File: src/rtl/huffman_decoder.sv
// Serial Huffman decoder: six mask/codeword table entries, MSB-first bit accumulation.
// Define HUFF_DEC_HIST_EN to add per-symbol decode counters on HIST1..HIST6.
module huffman_decoder (
  input  logic       clk,
  input  logic       reset,
  input  logic       code_valid,
  input  logic [7:0] HC1,
  input  logic [7:0] HC2,
  input  logic [7:0] HC3,
  input  logic [7:0] HC4,
  input  logic [7:0] HC5,
  input  logic [7:0] HC6,
  input  logic [7:0] M1,
  input  logic [7:0] M2,
  input  logic [7:0] M3,
  input  logic [7:0] M4,
  input  logic [7:0] M5,
  input  logic [7:0] M6,
  input  logic       bit_in,
  input  logic       bit_valid,
  input  logic       bit_last,
  output logic [7:0] gray_data,
  output logic       gray_valid,
  output logic       err,
  output logic       done,
  output logic       ready
`ifdef HUFF_DEC_HIST_EN
  ,
  output logic [7:0] HIST1,
  output logic [7:0] HIST2,
  output logic [7:0] HIST3,
  output logic [7:0] HIST4,
  output logic [7:0] HIST5,
  output logic [7:0] HIST6
`endif
);

  typedef enum logic [1:0] {
    IDLE   = 2'd0,
    READY  = 2'd1,
    DECODE = 2'd2
  } state_t;

  state_t          state_q, state_d;
  logic [5:0][7:0] hc_q, hc_d;
  logic [5:0][7:0] m_q, m_d;
  logic [6:0]      acc_q, acc_d;
  logic [2:0]      len_q, len_d;
  logic [7:0]      gray_data_q, gray_data_d;
  logic            gray_valid_q, gray_valid_d;
  logic            err_q, err_d;
  logic            done_q, done_d;

  logic [7:0]      acc_next;
  logic [3:0]      len_next;
  logic            hit;
  logic [2:0]      hit_idx;
  logic            load;

`ifdef HUFF_DEC_HIST_EN
  logic [5:0][7:0] hist_q, hist_d;
`endif

  function automatic logic [3:0] popcount8(input logic [7:0] v);
    logic [3:0] c;
    c = '0;
    for (int unsigned i = 0; i < 8; i++) begin
      c = c + {3'b000, v[i]};
    end
    return c;
  endfunction

  always_comb begin
    acc_next = {acc_q, bit_in};
    len_next = {1'b0, len_q} + 4'd1;
  end

  // Scan entries from 1 upward so the lowest matching index wins.
  always_comb begin
    hit     = 1'b0;
    hit_idx = '0;
    for (int unsigned k = 0; k < 6; k++) begin
      if (!hit && (m_q[k] != '0) && (len_next == popcount8(m_q[k])) &&
          ((acc_next & m_q[k]) == (hc_q[k] & m_q[k]))) begin
        hit     = 1'b1;
        hit_idx = 3'(k);
      end
    end
  end

  always_comb begin
    state_d      = state_q;
    hc_d         = hc_q;
    m_d          = m_q;
    acc_d        = acc_q;
    len_d        = len_q;
    gray_data_d  = gray_data_q;
    gray_valid_d = 1'b0;
    err_d        = 1'b0;
    done_d       = 1'b0;
    load         = 1'b0;

    case (state_q)
      IDLE: begin
        if (code_valid) load = 1'b1;
      end
      READY, DECODE: begin
        if (code_valid && (state_q == READY)) begin
          load = 1'b1;
        end else if (bit_valid) begin
          if (hit) begin
            gray_valid_d = 1'b1;
            gray_data_d  = {5'b00000, hit_idx + 3'd1};
            done_d       = bit_last;
            acc_d        = '0;
            len_d        = '0;
            state_d      = READY;
          end else if ((len_next == 4'd8) || bit_last) begin
            // Overlong code or stream ending on a partial code.
            err_d   = 1'b1;
            done_d  = bit_last;
            acc_d   = '0;
            len_d   = '0;
            state_d = READY;
          end else begin
            acc_d   = acc_next[6:0];
            len_d   = len_next[2:0];
            state_d = DECODE;
          end
        end
      end
      default: state_d = IDLE;
    endcase

    if (load) begin
      hc_d    = {HC6, HC5, HC4, HC3, HC2, HC1};
      m_d     = {M6, M5, M4, M3, M2, M1};
      acc_d   = '0;
      len_d   = '0;
      state_d = READY;
    end
  end

`ifdef HUFF_DEC_HIST_EN
  always_comb begin
    hist_d = hist_q;
    if (load) begin
      hist_d = '0;
    end else if (gray_valid_d) begin
      for (int unsigned k = 0; k < 6; k++) begin
        if (hit_idx == 3'(k)) hist_d[k] = hist_q[k] + 8'd1;
      end
    end
  end

  always_ff @(posedge clk or posedge reset) begin
    if (reset) hist_q <= '0;
    else       hist_q <= hist_d;
  end

  assign HIST1 = hist_q[0];
  assign HIST2 = hist_q[1];
  assign HIST3 = hist_q[2];
  assign HIST4 = hist_q[3];
  assign HIST5 = hist_q[4];
  assign HIST6 = hist_q[5];
`endif

  always_ff @(posedge clk or posedge reset) begin
    if (reset) begin
      state_q      <= IDLE;
      hc_q         <= '0;
      m_q          <= '0;
      acc_q        <= '0;
      len_q        <= '0;
      gray_data_q  <= '0;
      gray_valid_q <= 1'b0;
      err_q        <= 1'b0;
      done_q       <= 1'b0;
    end else begin
      state_q      <= state_d;
      hc_q         <= hc_d;
      m_q          <= m_d;
      acc_q        <= acc_d;
      len_q        <= len_d;
      gray_data_q  <= gray_data_d;
      gray_valid_q <= gray_valid_d;
      err_q        <= err_d;
      done_q       <= done_d;
    end
  end

  assign gray_data  = gray_data_q;
  assign gray_valid = gray_valid_q;
  assign err        = err_q;
  assign done       = done_q;
  assign ready      = (state_q != IDLE);

endmodule

File: config.mk
export PLATFORM = sky130hd
export DESIGN_NAME = huffman_decoder
export DESIGN_NICKNAME = d
export VERILOG_FILES = /design/src/rtl/huffman_decoder.sv
export SDC_FILE = /design/constraint.sdc
export NUM_CORES = 1
export LEC_CHECK = 0
export CAP_MARGIN = 20
export CORE_ASPECT_RATIO = 0.75
export CORE_MARGIN = 5
export CORE_UTILIZATION = 49
export DETAILED_ROUTE_END_ITERATION = 12
export HOLD_SLACK_MARGIN = 0.08
export PLACE_DENSITY = 0.86
export SLEW_MARGIN = 20
export SYNTH_ARGS = -nofsm -noshare
export SYNTH_HDL_FRONTEND = slang
export SYNTH_SLANG_ARGS = --single-unit
File: constraint.sdc
create_clock -name clk -period 4.06 [get_ports clk]
set_input_delay 1.015 -clock clk [delete_from_list [all_inputs] [get_ports clk]]
set_output_delay 1.015 -clock clk [all_outputs]
set_load 0.05 [all_outputs]
### Word level (Yosys, flattened, before mapping)

Cells that the tools add are included.

| operators by class | value |
|---|---|
| $add $sub $neg | 44 |
| equal/unequal tests | 19 |
| muxes and demuxes | 46 |
| bitwise operators | 13 |
| reduce and logical (&&, ||, !) cells | 38 |

Operators with widths:

| kind | count |
|---|---|
| $add 4x1->4 | 24 |
| $and 8x8->8 | 12 |
| $eq 8x8->1 | 6 |
| $reduce_bool 8->1 | 6 |
| $mux 7 | 6 |
| $mux 3 | 10 |
| $add 3x1->4 | 6 |
| $eq 4x4->1 | 6 |
| $mux 1 | 23 |
| $add 2x1->3 | 6 |
| $logic_and 1x1->1 | 18 |
| $add 1x1->2 | 6 |
| $mux 2 | 5 |
| $ne 3x3->1 const B | 2 |
| $reduce_and 3->1 | 2 |
| $reduce_bool 2->1 | 3 |
| $logic_not 1->1 | 5 |
| $add 3x1->4 const B | 1 |
| $eq 4x4->1 const B | 1 |
| $ne 2x2->1 const B | 2 |
| $pmux 2 s2 | 1 |
| $reduce_and 4->1 | 1 |
| $add 3x1->3 const B | 1 |
| $eq 2x1->1 const B | 1 |
| other kinds (6) | 6 |

| storage, ports and cells | value |
|---|---|
| register bits after elaboration | 114 |
| bits of input ports | 102 |
| output and inout port bits | 12 |

### Longest topological paths before layout

| depth | value |
|---|---|
| depth in word-level cells | 41 |
| depth in mapped cells | 18 |
| depth with buffers taken out | 18 |

### Worst setup path before layout

Ideal clock, no wire load.

| path | value |
|---|---|
| kind | reg-to-reg |
| start point | reg m_q[24] in the netlist's numbering |
| end point | reg gray_data_q[2], in the netlist gray_data[2] |
| library setup time | 99 ps |
| data arrival time | 4410 ps |
| data required time | 3961 ps |
| path slack | -450 ps |
| stages on the path, launching flop included | 18 |
| buffers on the path | 0 |
| period minus slack after synthesis | 4510 ps |
| cells stage by stage | dfrtp_1 -> fa_1 -> inv_1 -> fa_1 -> fa_1 -> inv_1 -> ha_1 -> fa_1 -> xor2_1 -> a211oi_1 -> nand3_1 -> a2111oi_4 -> a21oi_1 -> o31ai_1 -> ha_1 -> o31ai_1 -> nor2b_1 -> a311oi_1 |

| on the way | value |
|---|---|
| word-level cells in the longest chain between the ends | 22 |

RTL lines:

| element | line | RTL |
|---|---|---|
| from (decl) | 46 | `logic [5:0][7:0] m_q, m_d;` |
| from (signal assigned) | 183 | `m_q <= m_d;` |
| $add 1x1->2 | 68 | `c = c + {3'b000, v[i]};` |
| $add 2x1->3 | 68 |  |
| $add 3x1->4 | 68 |  |
| $add 4x1->4 (4 in a row) | 68 |  |
| $eq 4x4->1 | 83 | `if (!hit && (m_q[k] != '0) && (len_next == popcount8(m_q[k])) &&` |
| $logic_and 1x1->1 | 83 |  |
| $logic_and 1x1->1 * | 83 |  |
| $mux 1 | 83 |  |
| $logic_not 1->1 | 83 |  |
| $logic_and 1x1->1 (3 in a row) | 83 |  |
| $mux 1 | 83 |  |
| $logic_not 1->1 | 83 |  |
| $logic_and 1x1->1 (3 in a row) | 83 |  |
| $mux 3 / $mux 1 (equally long branches) | 83 |  |
| $add 3x1->3 / $reduce_and 4->1 (equally long branches) | n/a |  |
| to (signal assigned) | 186 | `gray_data_q <= gray_data_d;` |
| to (decl) | 49 | `logic [7:0] gray_data_q, gray_data_d;` |

Every way passes the cells marked *; elsewhere a longest branch is shown, timed or not.
A chain may end at the register's enable or synchronous reset.

### Worst setup path after layout

| path | value |
|---|---|
| start point | reg m_q[40] in the netlist's numbering |
| end point | reg gray_data_q[2], in the netlist gray_data[2] |

| on the way | value |
|---|---|
| word-level cells in the longest chain between the ends | 12 |

RTL lines:

| element | line |
|---|---|
| $add 1x1->2 | 68 |
| $add 2x1->3 | 68 |
| $add 3x1->4 | 68 |
| $add 4x1->4 (4 in a row) | 68 |
| $eq 4x4->1 | 83 |
| $logic_and 1x1->1 | 83 |
| $logic_and 1x1->1 * | 83 |
| $mux 3 / $mux 1 (equally long branches) | 83 |
| $add 3x1->3 / $reduce_and 4->1 (equally long branches) | n/a |

Marked as above.

==> reports/metrics.yaml <==
status: "finished with violations"
violations: "setup timing"
dr.pass1.iters: 5
synth_area_um2: 6830
cts_sinks: 114
viasPerCell: 5.49
n_antenna_cell: 0
worst_path_largest_cell_delay_ns: 0.55
dpl.hpwl_um: 12400
clock_latency_ns: 0.42
grt_pass1_vias: 5646
drt_iter0_markers: 477
vias: 5401
cts_buffers: 17
layout.nets: 952
tightestPinTransition_ns: 0.745
syn_area_per_cell_um2: 10.8
drc: 0
hp-start: "hc_q[23]$_DFFE_PP0P_"
final_core_util: 0.677
h-tree-depth: 4
ys_types: 57
die_area_um2: 16400
crit_path_end_kind: "flop"
grt_max_degree: 55
die_y_um: 112
seq_area_um2: 2850
hold_viol: 0
critPathKind: "reg2reg"
crit_arrival_ns: 4.93
synth_ff_type: "dfrtp_1"
grt.total_usage: 0.217
cts.path.max_buffers: 2
final.setup_skew_ns: 0.00709
worstPathRequired_ns: 4.38
min_path_type: "reg2reg"
antenna_found_initial: 0
layout_commonest_cell: "dfrtp_1"
critical_path.top_delay_family: "adder cells"
cp-start-kind: "flop"
final_cell_mix: "114 x dfrtp_1, 108 x clkdlybuf4s50_1, 68 x inv_1, 62 x buf_4, 59 x mux2_2"
relSlewSlack: 0.503
area_delta_synth_final_pct: 35.8
core_um2: 13700
r2r_cells: 17
synth_edf_count: 0
wire_per_inst_um: 18.3
crit_fanout: 3
drive_above_1_share: 0.241
yosysWarnings: 0
crit_path_top_delay_cell: "fa_1"
r2r_slack_ns: -0.56
io_pins: 114
reg2reg_to: "gray_data[2]$_DFFE_PP0P_"
die_x_um: 146
place_ws_ns: -0.611
port_buffers: 108
crit_top_cell: "fa_1"
place_congestion: 0.899
holdPathEnd: "hc_q[23]$_DFFE_PP0P_"
ctsHoldBuffers: 0
async_flop_share: 1.00
synthCells: 632
cts_tree: "built"
fp-row-count: 37
min_path_cells: 1
initial_core_util: 0.499
path_cells: "fa_1 -> inv_1 -> fa_1 -> fa_1 -> inv_1 -> ha_1 -> fa_1 -> xor2_1 -> nor2_1 -> nand4_1 -> nor4_4 -> a21oi_4 -> o31ai_4 -> ha_4 -> o31ai_2 -> nor2b_2 -> a311oi_1"
min_period_over_period: 1.14
setup_violations: 17
global_route.overflow_total: 0
max_cap_viol_count: 0
rsz0062_at_grt: "true"
final_max_slew_viol_count: 0
n_fill_cell: 917
ys_ff_latch: 114
yosysSeqAreaShare: 0.418
fmax_ghz: 0.217
grt_pass1_wl_um: 28700
setup_ws_ns: -0.557
multiInputGateArea_um2: 3750
path_clk_slew_ns: 0.05
postRouteAntennaNets: 0
min_period_ns: 4.62
wl_um: 18000
crit_buf_inv: 2
worstReg2RegStart: "m_q[40]$_DFFE_PP0P_"
ctsRootBufferMaster: "clkbuf_16"
[stage by stage]
| stage | cells | setup TNS (ns) | cell area, um2 | hold WS (ns) |
|---|---|---|---|---|
| detailed placement | 939 | -5.03 | 8420 | 0.516 |
| floorplan | 636 | -0.587 | 6870 | 0.501 |
| CTS | 975 | -4.42 | 9100 | 0.528 |
| global placement | 939 | -3.15 | 8420 | 0.509 |
| global route | 984 | -7.25 | 9280 | 0.538 |
| finish | 984 | -4.95 | 9280 | 0.529 |
[timing repair]
| item | 4_1_cts | 5_1_grt |
|---|---|---|
| endpoints found under the setup margin | 17 | 17 |
| resized for setup | 13 | 22 |
| pin swaps | 9 | 11 |
| gates cloned | 1 | 0 |
| buffers inserted | 4 | 10 |
[final cells by class]
| cell class | count | share of cell area |
|---|---|---|
| clock buffers | 21 | 0.0507 |
| flip-flops and latches | 114 | 0.307 |
| inverters | 71 | 0.0290 |
| multi-input cells | 420 | 0.404 |
| repair buffers | 173 | 0.171 |
| clock inverters | 10 | 0.0143 |
| well taps | 175 | 0.0236 |
[synthesized netlist by cell type (2+ instances only)]
master	instances	area share
a211oi_1	7	0.0077
a21o_1	4	0.0044
a21oi_1	8	0.0059
a22oi_1	17	0.019
a32o_1	8	0.012
and3_1	2	0.0018
buf_1	4	0.0022
buf_2	11	0.0081
buf_4	5	0.0055
clkbuf_1	11	0.0060
dfrtp_1	114	0.42
fa_1	24	0.070
ha_1	29	0.053
inv_1	71	0.039
mux2_2	59	0.097
nand2_1	58	0.032
nand3_1	12	0.0088
nand4_1	14	0.013
nand4b_1	3	0.0038
nor2_1	5	0.0027
nor2b_1	4	0.0037
nor3_1	8	0.0059
nor3_2	2	0.0029
nor4_1	5	0.0046
nor4b_1	3	0.0038
o21ai_0	39	0.029
o31ai_1	2	0.0022
xnor2_1	22	0.028
xor2_1	53	0.068
[how the worst max path moves through the flow]
stage,start,end,slack [ns],cells past startpoint
6_report,m_q[40]$_DFFE_PP0P_,gray_data[2]$_DFFE_PP0P_,-0.56,17
5_1_grt,m_q[40]$_DFFE_PP0P_,gray_data[2]$_DFFE_PP0P_,-0.74,17
4_1_cts,m_q[24]$_DFFE_PP0P_,gray_data[2]$_DFFE_PP0P_,-0.52,18
3_5_place_dp,m_q[24]$_DFFE_PP0P_,gray_data[2]$_DFFE_PP0P_,-0.61,17
3_3_place_gp,m_q[24]$_DFFE_PP0P_,gray_data[2]$_DFFE_PP0P_,-0.42,17
2_1_floorplan,m_q[24]$_DFFE_PP0P_,gray_data[2]$_DFFE_PP0P_,-0.31,17
[logic make-up (layout without fill, tap and decap cells)]
logic type,count (synthesis),in the layout,share of synthesized area
AOI/OAI and AO/OA,95,95,0.0945
xor gates and xnor gates,76,76,0.100
adders and majority gates,53,53,0.123
buffers and inverters,103,275,0.0624
DFF,114,114,0.418
muxes,61,61,0.100
other,1,5,0.000549
and+or+nand+nor,129,130,0.101
[metal layers]
layer	GRT usage	vias up	wire, um
met1	0.311	2647	8050
met2	0.326	241	8230
met3	0.0549	38	1320
li1	-	2475	-
met4	0.0677	0	422
met5	0	-	0
[sequential cells by signal, indices dropped and copies added, names as in the netlist]
register,flops
len_q,3
gray_data,3
hc_q,48
state_q,2
done,1
acc_q,7
err,1
m_q,48
gray_valid,1
Power is not shown: default switching activity piles up to over one toggle a cycle in this logic, so the estimate is an artifact.
